--- src/rtl/uart_axis_rx_pkg.sv ---
// Shared types for the UART receiver: frame phase decode and counter widths.
package uart_axis_rx_pkg;

  localparam int unsigned PRESCALE_CNT_W = 19;

  typedef enum logic [2:0] {
    PH_IDLE,
    PH_WAIT,
    PH_START,
    PH_DATA,
    PH_STOP
  } rx_phase_e;

  // The receiver state lives in bit_cnt; this names the phase it implies.
  function automatic rx_phase_e rx_phase(input logic        cnt_zero,
                                         input int unsigned bit_cnt,
                                         input int unsigned bit_cnt_start);
    if (!cnt_zero)                return PH_WAIT;
    if (bit_cnt == 0)             return PH_IDLE;
    if (bit_cnt == bit_cnt_start) return PH_START;
    if (bit_cnt == 1)             return PH_STOP;
    return PH_DATA;
  endfunction

endpackage

--- src/rtl/uart_axis_rx_if.sv ---
// Stream handshake bundle carrying received words to the consumer.
interface uart_axis_rx_if #(
  parameter int unsigned DATA_WIDTH = 8
);
  logic [DATA_WIDTH-1:0] tdata;
  logic                  tvalid;
  logic                  tready;

  modport master (output tdata, output tvalid, input tready);
  modport slave  (input tdata, input tvalid, output tready);
endinterface

--- src/rtl/uart_axis_rx.sv ---
// UART receiver: start + DATA_WIDTH LSB-first data bits + stop, presented on a stream output.
module uart_axis_rx
  import uart_axis_rx_pkg::*;
#(
  parameter int unsigned DATA_WIDTH = 8
) (
  input  logic                  clk,
  input  logic                  rst,
  uart_axis_rx_if.master        output_axis,
  input  logic                  rxd,
  output logic                  busy,
  output logic                  overrun_error,
  output logic                  frame_error,
  input  logic [15:0]           prescale
);

  localparam int unsigned BIT_CNT_W = $clog2(DATA_WIDTH + 3);
  localparam logic [BIT_CNT_W-1:0] BIT_CNT_START = BIT_CNT_W'(DATA_WIDTH + 2);

  logic [DATA_WIDTH-1:0]     tdata_q;
  logic [DATA_WIDTH-1:0]     shift_q;
  logic                      tvalid_q;
  logic                      busy_q;
  logic                      overrun_q;
  logic                      frame_q;
  logic                      rxd_q;
  logic [PRESCALE_CNT_W-1:0] prescale_cnt_q;
  logic [BIT_CNT_W-1:0]      bit_cnt_q;
  logic [PRESCALE_CNT_W-1:0] start_load;
  logic [PRESCALE_CNT_W-1:0] bit_load;
  rx_phase_e                 phase;

  // Half a bit to land mid start bit, then full bits between samples.
  assign start_load = {1'b0, prescale, 2'b00} - PRESCALE_CNT_W'(2);
  assign bit_load   = {prescale, 3'b000} - PRESCALE_CNT_W'(1);

  always_comb begin
    phase = rx_phase(prescale_cnt_q == '0, 32'(bit_cnt_q), DATA_WIDTH + 2);
  end

  always_ff @(posedge clk or negedge rst) begin
    if (!rst) begin
      tdata_q        <= '0;
      shift_q        <= '0;
      tvalid_q       <= 1'b0;
      busy_q         <= 1'b0;
      overrun_q      <= 1'b0;
      frame_q        <= 1'b0;
      rxd_q          <= 1'b1;
      prescale_cnt_q <= '0;
      bit_cnt_q      <= '0;
    end else begin
      overrun_q <= 1'b0;
      frame_q   <= 1'b0;
      rxd_q     <= rxd;
      if (tvalid_q && output_axis.tready) begin
        tvalid_q <= 1'b0;
      end
      unique case (phase)
        PH_IDLE: begin
          busy_q <= 1'b0;
          if (!rxd_q) begin
            prescale_cnt_q <= start_load;
            bit_cnt_q      <= BIT_CNT_START;
            shift_q        <= '0;
            busy_q         <= 1'b1;
          end
        end
        PH_WAIT: begin
          prescale_cnt_q <= prescale_cnt_q - PRESCALE_CNT_W'(1);
        end
        PH_START: begin
          if (!rxd_q) begin
            bit_cnt_q      <= bit_cnt_q - BIT_CNT_W'(1);
            prescale_cnt_q <= bit_load;
          end else begin
            bit_cnt_q <= '0;
            busy_q    <= 1'b0;
          end
        end
        PH_DATA: begin
          bit_cnt_q      <= bit_cnt_q - BIT_CNT_W'(1);
          prescale_cnt_q <= bit_load;
          shift_q        <= {rxd_q, shift_q[DATA_WIDTH-1:1]};
        end
        PH_STOP: begin
          bit_cnt_q <= '0;
          busy_q    <= 1'b0;
          if (rxd_q) begin
            tdata_q   <= shift_q;
            tvalid_q  <= 1'b1;
            // A word consumed in this same cycle is not an overrun.
            overrun_q <= tvalid_q && !output_axis.tready;
          end else begin
            frame_q <= 1'b1;
          end
        end
        default: ;
      endcase
    end
  end

  assign output_axis.tdata  = tdata_q;
  assign output_axis.tvalid = tvalid_q;
  assign busy               = busy_q;
  assign overrun_error      = overrun_q;
  assign frame_error        = frame_q;

endmodule

--- src/flat_wrapper.sv ---
// flat-port wrapper written by rule: the top's interface ports become plain ports
module uart_axis_rx_flat import uart_axis_rx_pkg::*;
#(
  parameter int unsigned DATA_WIDTH = 8
)
  (clk, rst, rxd, busy, overrun_error, frame_error, prescale, output_axis_tdata, output_axis_tvalid, output_axis_tready);
  uart_axis_rx_if #(.DATA_WIDTH(DATA_WIDTH)) output_axis_i ();
  input  logic clk;
  input  logic rst;
  input  logic rxd;
  output logic busy;
  output logic overrun_error;
  output logic frame_error;
  input  logic [15:0] prescale;
  output wire logic [$bits(output_axis_i.tdata)-1:0] output_axis_tdata;
  output wire logic [$bits(output_axis_i.tvalid)-1:0] output_axis_tvalid;
  input wire logic [$bits(output_axis_i.tready)-1:0] output_axis_tready;
  assign output_axis_tdata = output_axis_i.tdata;
  assign output_axis_tvalid = output_axis_i.tvalid;
  assign output_axis_i.tready = output_axis_tready;
  uart_axis_rx #(.DATA_WIDTH(DATA_WIDTH)) u_core (.clk(clk), .rst(rst), .output_axis(output_axis_i), .rxd(rxd), .busy(busy), .overrun_error(overrun_error), .frame_error(frame_error), .prescale(prescale));
endmodule
--- config.mk ---
export PLATFORM = sky130hd
export DESIGN_NAME = uart_axis_rx_flat
export DESIGN_NICKNAME = d
export VERILOG_FILES = /design/src/rtl/uart_axis_rx_pkg.sv /design/src/rtl/uart_axis_rx_if.sv /design/src/rtl/uart_axis_rx.sv /design/src/flat_wrapper.sv
export SDC_FILE = /design/constraint.sdc
export NUM_CORES = 1
export LEC_CHECK = 0
export CORE_UTILIZATION = 51
export CTS_CLUSTER_DIAMETER = 40
export CTS_CLUSTER_SIZE = 12
export DETAILED_ROUTE_END_ITERATION = 8
export PLACE_DENSITY_LB_ADDON = 0.15
export RECOVER_POWER = 25
export SLEW_MARGIN = 10
export SYNTH_ARGS = -nofsm -noshare
export SYNTH_HDL_FRONTEND = slang
export SYNTH_SLANG_ARGS = --single-unit
--- constraint.sdc ---
create_clock -name clk -period 6.5 [get_ports clk]
set_clock_uncertainty 0.15 [all_clocks]
set_input_delay 1.3 -clock clk [delete_from_list [all_inputs] [get_ports clk]]
set_output_delay 1.3 -clock clk [all_outputs]
set_load 0.01 [all_outputs]
### After elaboration in Yosys (flattened, before gate mapping)

Index checks and enable logic that the tools add are counted.

* multiplexer cells: 34
* add/subtract/negate cells: 4
* equality and inequality tests: 9
* reductions and logical operators: 15

Operators with widths (number)
* one-hot mux 19 bit (4 select lines): 1
* two-way mux 19 bit: 2
* subtractor 19 x 1 -> 19 bit (second input constant): 2
* two-way mux 3 bit: 8
* logical NOT 19 bit: 1
* subtractor 18 x 2 -> 19 bit (second input constant): 1
* two-way mux 1 bit: 17
* one-hot mux 4 bit (4 select lines): 1
* one-hot mux 8 bit (2 select lines): 1
* two-way mux 4 bit: 2
* two-way mux 8 bit: 1
* AND reduction 2 bit: 4
* nonzero test 4 bit: 2
* equality test 3 x 2 -> 1 bit (second input constant): 2
* equality test 4 x 1 -> 1 bit (second input constant): 1
* equality test 4 bit (second input constant): 1
* logical NOT 4 bit: 1
* != test 2 bit (second input constant): 2
* subtractor 4 x 1 -> 4 bit (second input constant): 1
* equality test 3 x 1 -> 1 bit (second input constant): 1
* equality test 3 bit (second input constant): 1
* logical NOT 3 bit: 1
* one-hot mux 1 bit (3 select lines): 1
* AND reduction 3 bit: 1
* 5 further kinds: 6

* output and inout bits: 12
* flip-flop bits (word level): 44
* logic and storage cells: 71
* bits of input ports: 20

### Longest topological paths before layout

Gate-level depths: netlist (run 1).

* depth after elaboration: 15
* depth in mapped cells: 10
* mapped depth without buffers: 7

### Worst setup path before layout (run 1)

OpenSTA, ideal clock, no wires.

* path type: input to register
* start point: input prescale[0]
* end point: register u_core.prescale_cnt_q[16]
* path slack: 3.230 ns
* buffers on the path: 1
* setup time: 0.103 ns
* data required time: 6.247 ns
* data arrival time: 3.017 ns
* stages on the path: 8
* path through: inv_1 ha_1 or4b_2 buf_2 or3_1 nor2_1 nor3_1 o41ai_2

* cells in the longest elaborated chain, start to end: 3
* elaborated cells on any way between the ends: 5
* those cells by class: add/sub (2); mux (3)

RTL lines
* start: declaration: RTL line flat_wrapper.sv:14 `input logic [15:0] prescale;`
* subtractor 19 x 1 -> 19 bit / subtractor 18 x 2 -> 19 bit (equally long branches): RTL line uart_axis_rx.sv:35, uart_axis_rx.sv:34
* two-way mux 19 bit (on tied branches): RTL line uart_axis_rx.sv:73, uart_axis_rx.sv:62
* one-hot mux 19 bit (4 select lines) (*): RTL line uart_axis_rx.sv:59 `unique case (phase)`
* end signal: assignment: RTL line uart_axis_rx.sv:63 `prescale_cnt_q <= start_load;`
* end signal: assignment: RTL line uart_axis_rx.sv:70 `prescale_cnt_q <= prescale_cnt_q - PRESCALE_CNT_W'(1);`
* end signal: assignment: RTL line uart_axis_rx.sv:75 `prescale_cnt_q <= bit_load;`
* end: declaration: RTL line uart_axis_rx.sv:27 `logic [PRESCALE_CNT_W-1:0] prescale_cnt_q;`

Mark *: on every way between the ends. The rest lies on a longest branch, timed or not. The select of a mux whose other input is x is not followed.
A chain may end at the register's enable or synchronous reset.

### Worst setup path in the final report (run 1)

* start point: input prescale[0]
* end point: register u_core.prescale_cnt_q[8]

The elaborated chain is that of the path after synthesis.

==> flow_summary.toml, run 1 <==
[setup_path]
timing_worst_setup_path_type = "input pin to flop"
cp_data_required_time_ns = 6.51
timing.critical_path.to_type = "flop"
cp_slowest_cell = "sky130_fd_sc_hd__or4b_2"
slowest_delay_ns = 0.75
crit_path_cell_trace = "clkdlybuf4s50_1 > inv_1 > ha_1 > or4b_2 > nor3_1 > a221oi_1 > o221ai_1 > a21oi_1"
critical_path_buf_inv_count = 2
worst-endpoint-arrival_ns = 3.63
crit_path_max_fanout = 8
startpoint_type = "input pin"
timing.critical_path.max_delay_family = "simple AND/OR/NAND/NOR gates"
crit_path_start = "prescale[0]"
launch_point_of_the_worst_reg_to_reg_path = "u_core.prescale_cnt_q[0]"

[timing]
final.period_utilization_pct = 55.7
finalSetupViolCount = 0
tightestPinTransition_ns = 2.25
maxClockFrequency_mhz = 276
max_slew_margin_pct = -50.0
timing.final.max_slew_violations = 45
hold_viol_final = 0
unrepaired_setup_endpoints_after_global_routing = "no"
setup_total_negative_slack_ns = 0
timing.final.crit_period_ns = 3.62

[synthesis]
syn-instance-count = 325
synth_enable_flop_cells = 0
synth_cell_type_count = 69
synth.net_count = 350
yosysSeqAreaShare_pct = 36.4
synthArstFlopShare_pct = 100
yosys_warnings = 0
synth-seq-cells = 44
syn_area_um2 = 3030
syn_avg_cell_area_um2 = 9.31
top_flip_flop_cell_by_instance_count_after_synthesis = "sky130_fd_sc_hd__dfrtp_1"

[clocking]
cts-root-buf = "sky130_fd_sc_hd__clkbuf_8"
cts_repair_resize_count = 0
cts_max_path_buffers = 2
clock_sink_count = 44
h_tree_lvl_count = 2
post_cts_hold_buffer_count = 0
numCtsBuffers = 5
cts.clk_slew.worst_paths_ns = 0.09
clock_insertion_delay_worst_skew_ns = 0.30
cts_tree = "yes"
cts_setup_buffers = 0

[pwr]
static-leakage-power_nw = 1.33
p_total_w = 0.000541
vdd.ir_drop.worst_uv = 107
power_per_cell_area_nw_per_um2 = 157

[finish]
finish.net_count = 371
antenna_cells = 0
layout-drive-gt1-share_pct = 12.1
synthesis_to_layout_area_growth_pct = 14.0

[placement]
globalplace.congestion = 0.891
place.port_buffers = 31
place_hpwl_um = 5060

[floorplan]
die_width_um = 79.0
coreArea_um2 = 5610
design.portCount = 32
fp.dieArea_um2 = 6240
fp.dieH_um = 79.0
fp-row-count = 27
initial_utilization_pct = 53.9

[detailed_routing]
drt_wl_total_um = 6980
drt_drc_violations_left = 0
detail_route.wl_per_cell_um = 16.7
antenna_left = 0
drt-initial-drc-count = 250
vias = 2614
route.detailed.vias_per_inst = 6.24
drt_first_pass_iters = 4

[run]
max_cap_violations = 1

[global_routing]
grt_overflow_total = 0
gr-usage-all-layers_pct = 24.1
grt_antenna_before_repair = 0
first_global_vias = 2439
grt_first_pass_wirelength_um = 11800
largest_net_degree_at_the_start_of_global_routing = 45

[outcome]
outcome = "finished with violations"
violations = "capacitance limit, slew limit"

[min_path]
worst_hold_path_type = "flop to flop"
min_from = "u_core.output_axis.tdata[0]"
==> final cells by class <==
class / instances / area [µm²]
multi-input cells: 248 / 1760
clock inverters: 3 / 46.3
flip-flops and latches: 44 / 1100
inverters: 12 / 45.0
well taps: 72 / 90.1
clock buffers: 5 / 68.8
repair buffers: 35 / 334
fillers: 521 / 2160
==> cell families after synthesis <==
family / count (synthesis) / synth area share (%)
adder cells (fa/ha/maj): 5 / 2.07
flip-flops: 44 / 36.4
AO/OA/AOI/OAI: 96 / 22.4
buffers and inverters: 33 / 5.29
multiplexers: 12 / 4.38
AND/OR/NAND/NOR: 115 / 23.7
XOR/XNOR: 20 / 5.79
==> worst reg2reg max path: stages, from the launching register on <==
cell	delay [ns]
sky130_fd_sc_hd__dfrtp_1	0.42
sky130_fd_sc_hd__inv_1	0.07
sky130_fd_sc_hd__ha_1	0.17
sky130_fd_sc_hd__nor3b_2	0.36
sky130_fd_sc_hd__nand3_2	0.28
sky130_fd_sc_hd__nor4_4	0.59
sky130_fd_sc_hd__nand2_1	0.37
sky130_fd_sc_hd__a22o_1	0.33
==> stage by stage <==
step	hold WS (ns)	util, %	std cells	instance area [µm²]	setup WS [ns]
finish	0.360	61.5	419	3450	2.88
global route	0.378	61.5	419	3450	2.71
CTS	0.366	61.5	419	3450	2.91
detailed placement	0.346	59.5	411	3340	2.61
global placement	0.338	59.5	411	3340	2.62
floorplan	0.313	-	325	3030	3.23
==> state kept, by name, indices dropped and copies added (netlist names) <==
signal	flops
u_core.output_axis.tvalid	1
u_core.shift_q	8
u_core.output_axis.tdata	8
u_core.rxd_q	1
u_core.busy	1
u_core.bit_cnt_q	4
u_core.overrun_error	1
u_core.prescale_cnt_q	19
u_core.frame_error	1
==> worst paths after layout <==
check | end | slack, ns | depth (start not counted)
max in group asynchronous | u_core.prescale_cnt_q[12] | 3.40 | 1
worst max-delay path | u_core.prescale_cnt_q[8] | 2.88 | 8
worst max register to register | u_core.shift_q[5] | 3.66 | 7
worst min-delay path | u_core.output_axis.tdata[0] | 0.36 | 1
worst min register to register | u_core.output_axis.tdata[0] | 0.36 | 1
min in group asynchronous | u_core.prescale_cnt_q[7] | 1.51 | 1
==> layout by cell type, fill, tap and decap left out, drive strengths merged, types with 5 or more instances in the layout <==
master,n
a22o,8
nor4,11
nor3,18
xor2,8
a21o,6
ha,5
mux2,10
or3,7
clkdlybuf4s50,29
a21oi,20
nand2,17
o21ai,21
dfrtp,43
nand3,10
clkbuf,6
inv,13
nand2b,5
nor2,22
xnor2,12
==> synth_stat cells (all sizes together) (11+ instances only) <==
master | instances | area, µm²
a21oi | 20 | 104
buf | 11 | 77.6
dfrtp | 43 | 1080
inv | 12 | 45.0
nand2 | 17 | 66.3
nor2 | 22 | 82.6
nor3 | 18 | 90.1
nor4 | 11 | 141
o21ai | 21 | 105
xnor2 | 12 | 105
==> report_power, final <==
part	total (W)	switching [W]	internal, W	leakage (nW)
clock network	0.000212	0.0000967	0.000116	0.0548
registers	0.000275	0.00000120	0.000274	0.544
logic	0.0000534	0.0000312	0.0000222	0.730
total	0.000541	0.000129	0.000412	1.33
==> per-layer routing <==
metal  vias up  wire [µm]  share of wire (%)  GRT usage [%]
met2        68       3110                 45           36.0
met5         -          0                  0              0
met4         0         50               0.72           6.91
met1      1272       3480                 50           36.0
li1       1269          -                  -              -
met3         5        342                4.9           3.22
(Power assumes the default switching activity.)
==> run 2, diff against run 1 <==
clock period = 3.6 ns   (was 6.5 ns; I/O delays follow)
==> flow_summary.toml, run 2 (same netlist as run 1, synthesis figures left out) <==
[placement]
place_hpwl_um = 5200
pre_cts_slack_ns = 0.271
postPlaceCellArea_um2 = 3380
globalplace.congestion = 0.850
place.port_buffers = 31

[clocking]
cts_tree = "yes"
h_tree_lvl_count = 2
clock_insertion_delay_worst_skew_ns = 0.30
numCtsBuffers = 5
post_cts_hold_buffer_count = 0
cts_max_path_buffers = 2
cts_setup_buffers = 0
clock_sink_count = 44
cts.clk_slew.worst_paths_ns = 0.09
cts_repair_resize_count = 0
cts-root-buf = "sky130_fd_sc_hd__clkbuf_8"

[timing]
hold_viol_final = 0
setup_total_negative_slack_ns = 0
max_slew_margin_pct = -56.6
postLayoutSetupSlackWorst_ns = 0.590
tightestPinTransition_ns = 2.35
timing.final.max_slew_violations = 45
finalSetupViolCount = 0
unrepaired_setup_endpoints_after_global_routing = "no"
maxClockFrequency_mhz = 332
final.period_utilization_pct = 83.6
timing.final.crit_period_ns = 3.01

[pwr]
vdd.ir_drop.worst_uv = 274
power_per_cell_area_nw_per_um2 = 281
static-leakage-power_nw = 1.36

[detailed_routing]
antenna_left = 0
route.detailed.vias_per_inst = 6.19
detail_route.wl_per_cell_um = 17.3
drt_drc_violations_left = 0
drt_wl_total_um = 7340
drt_first_pass_iters = 4
vias = 2629
drt-initial-drc-count = 215

[global_routing]
largest_net_degree_at_the_start_of_global_routing = 45
gr-usage-all-layers_pct = 25.3
grt_antenna_before_repair = 0
grt_overflow_total = 0
grt_first_pass_wirelength_um = 12300
first_global_vias = 2525

[outcome]
violations = "capacitance limit, slew limit"
outcome = "finished with violations"

[finish]
multi_input_area_um2 = 1760
largest_register_ff_count = 19
seq_area_um2 = 1100
final_cell_mix = "sky130_fd_sc_hd__dfrtp_1 (43), sky130_fd_sc_hd__clkdlybuf4s50_1 (29), sky130_fd_sc_hd__nor2_1 (22), sky130_fd_sc_hd__o21ai_0 (21), sky130_fd_sc_hd__a21oi_1 (19)"
final_common_cell = "sky130_fd_sc_hd__dfrtp_1"
final_util_pct = 62.2
synthesis_to_layout_area_growth_pct = 15.4
layout-drive-gt1-share_pct = 13.6
finished_layout_cell_area_um2 = 3490
largest_register = "u_core.prescale_cnt_q"
n_fill_cell = 515
finish.net_count = 377
antenna_cells = 0

[setup_path]
reg2reg_to = "u_core.bit_cnt_q[1]"
timing.critical_path.to_type = "flop"
startpoint_type = "input pin"
crit_path_max_fanout = 8
cp_data_required_time_ns = 3.66
launch_point_of_the_worst_reg_to_reg_path = "u_core.prescale_cnt_q[0]"
ff2ff_setup_slack_ns = 0.77
slowest_delay_ns = 0.77
worst-endpoint-arrival_ns = 3.07
cp_slowest_cell = "sky130_fd_sc_hd__or4b_2"
crit_path_cell_trace = "clkdlybuf4s50_1 > inv_1 > ha_1 > or4b_2 > or3_1 > nor2_1 > nor3_1 > o41ai_2"
timing_worst_setup_path_type = "input pin to flop"
worstRegToRegCells = 7

[floorplan]
fp.dieH_um = 79.0
design.portCount = 32
fp.dieArea_um2 = 6240
initial_utilization_pct = 53.9
fp-row-count = 27
die_width_um = 79.0
coreArea_um2 = 5610

[min_path]
worstHoldEndpoint = "u_core.output_axis.tdata[0]"
worst_hold_path_type = "flop to flop"
min_from = "u_core.output_axis.tdata[0]"
min_path_cells = 1

[run]
max_cap_violations = 1
-- run 2: cell types whose count changed in the layout (fill, tap and decap cells not counted) --
cell | before | now
sky130_fd_sc_hd__buf_4 | 4 | 10
sky130_fd_sc_hd__inv_6 | 1 | 0
sky130_fd_sc_hd__clkinv_2 | 0 | 1
-- run 2: metrics by stage --
step                std cells  hold WS (ns)  power, W
finish                    425         0.364  0.000982
global route              425         0.382   0.00101
CTS                       425         0.369  0.000986
detailed placement        417         0.347  0.000607
global placement          417         0.336  0.000607
floorplan                 325         0.274  0.000557
-- run 2: cell type report --
cell class | instances | share of cell area, %
Clock buffer | 5 | 1.97
Clock inverter | 3 | 1.22
Inverter | 12 | 1.29
Multi-Input combinational cell | 248 | 50.5
Sequential cell | 44 | 31.6
Tap cell | 72 | 2.58
Timing Repair Buffer | 41 | 10.9
-- run 2: how the worst max path moves through the flow --
stage | slack [ns] | depth (start not counted) | endpoint | startpoint
2_1_floorplan | 0.91 | 8 | u_core.prescale_cnt_q[16] | prescale[0]
3_3_place_gp | 0.35 | 8 | u_core.prescale_cnt_q[16] | prescale[0]
3_5_place_dp | 0.27 | 8 | u_core.prescale_cnt_q[16] | prescale[0]
4_1_cts | 0.61 | 8 | u_core.prescale_cnt_q[16] | prescale[0]
5_1_grt | 0.45 | 1 | u_core.prescale_cnt_q[11] | rst
6_report | 0.59 | 8 | u_core.prescale_cnt_q[16] | prescale[0]
-- run 2: routing by layer --
metal,share of wire [%],up-vias,global-route usage (%)
li1,-,1276,-
met1,50,1285,37.1
met2,45,62,38.2
met3,4.2,6,5.06
met4,0.97,0,6.36
met5,0,-,0
-- run 2: report_power, final --
part           internal, W  switching, W
sequential        0.000495    0.00000215
combinational    0.0000434     0.0000574
clock             0.000206      0.000179
-- run 2: worst max-delay path: cells and delay by family --
family	cells	cell delay [ns]
AOI/OAI and AO/OA	1	0.28
buffers and inverters	2	0.53
adders and majority gates	1	0.21
and+or+nand+nor	4	1.32
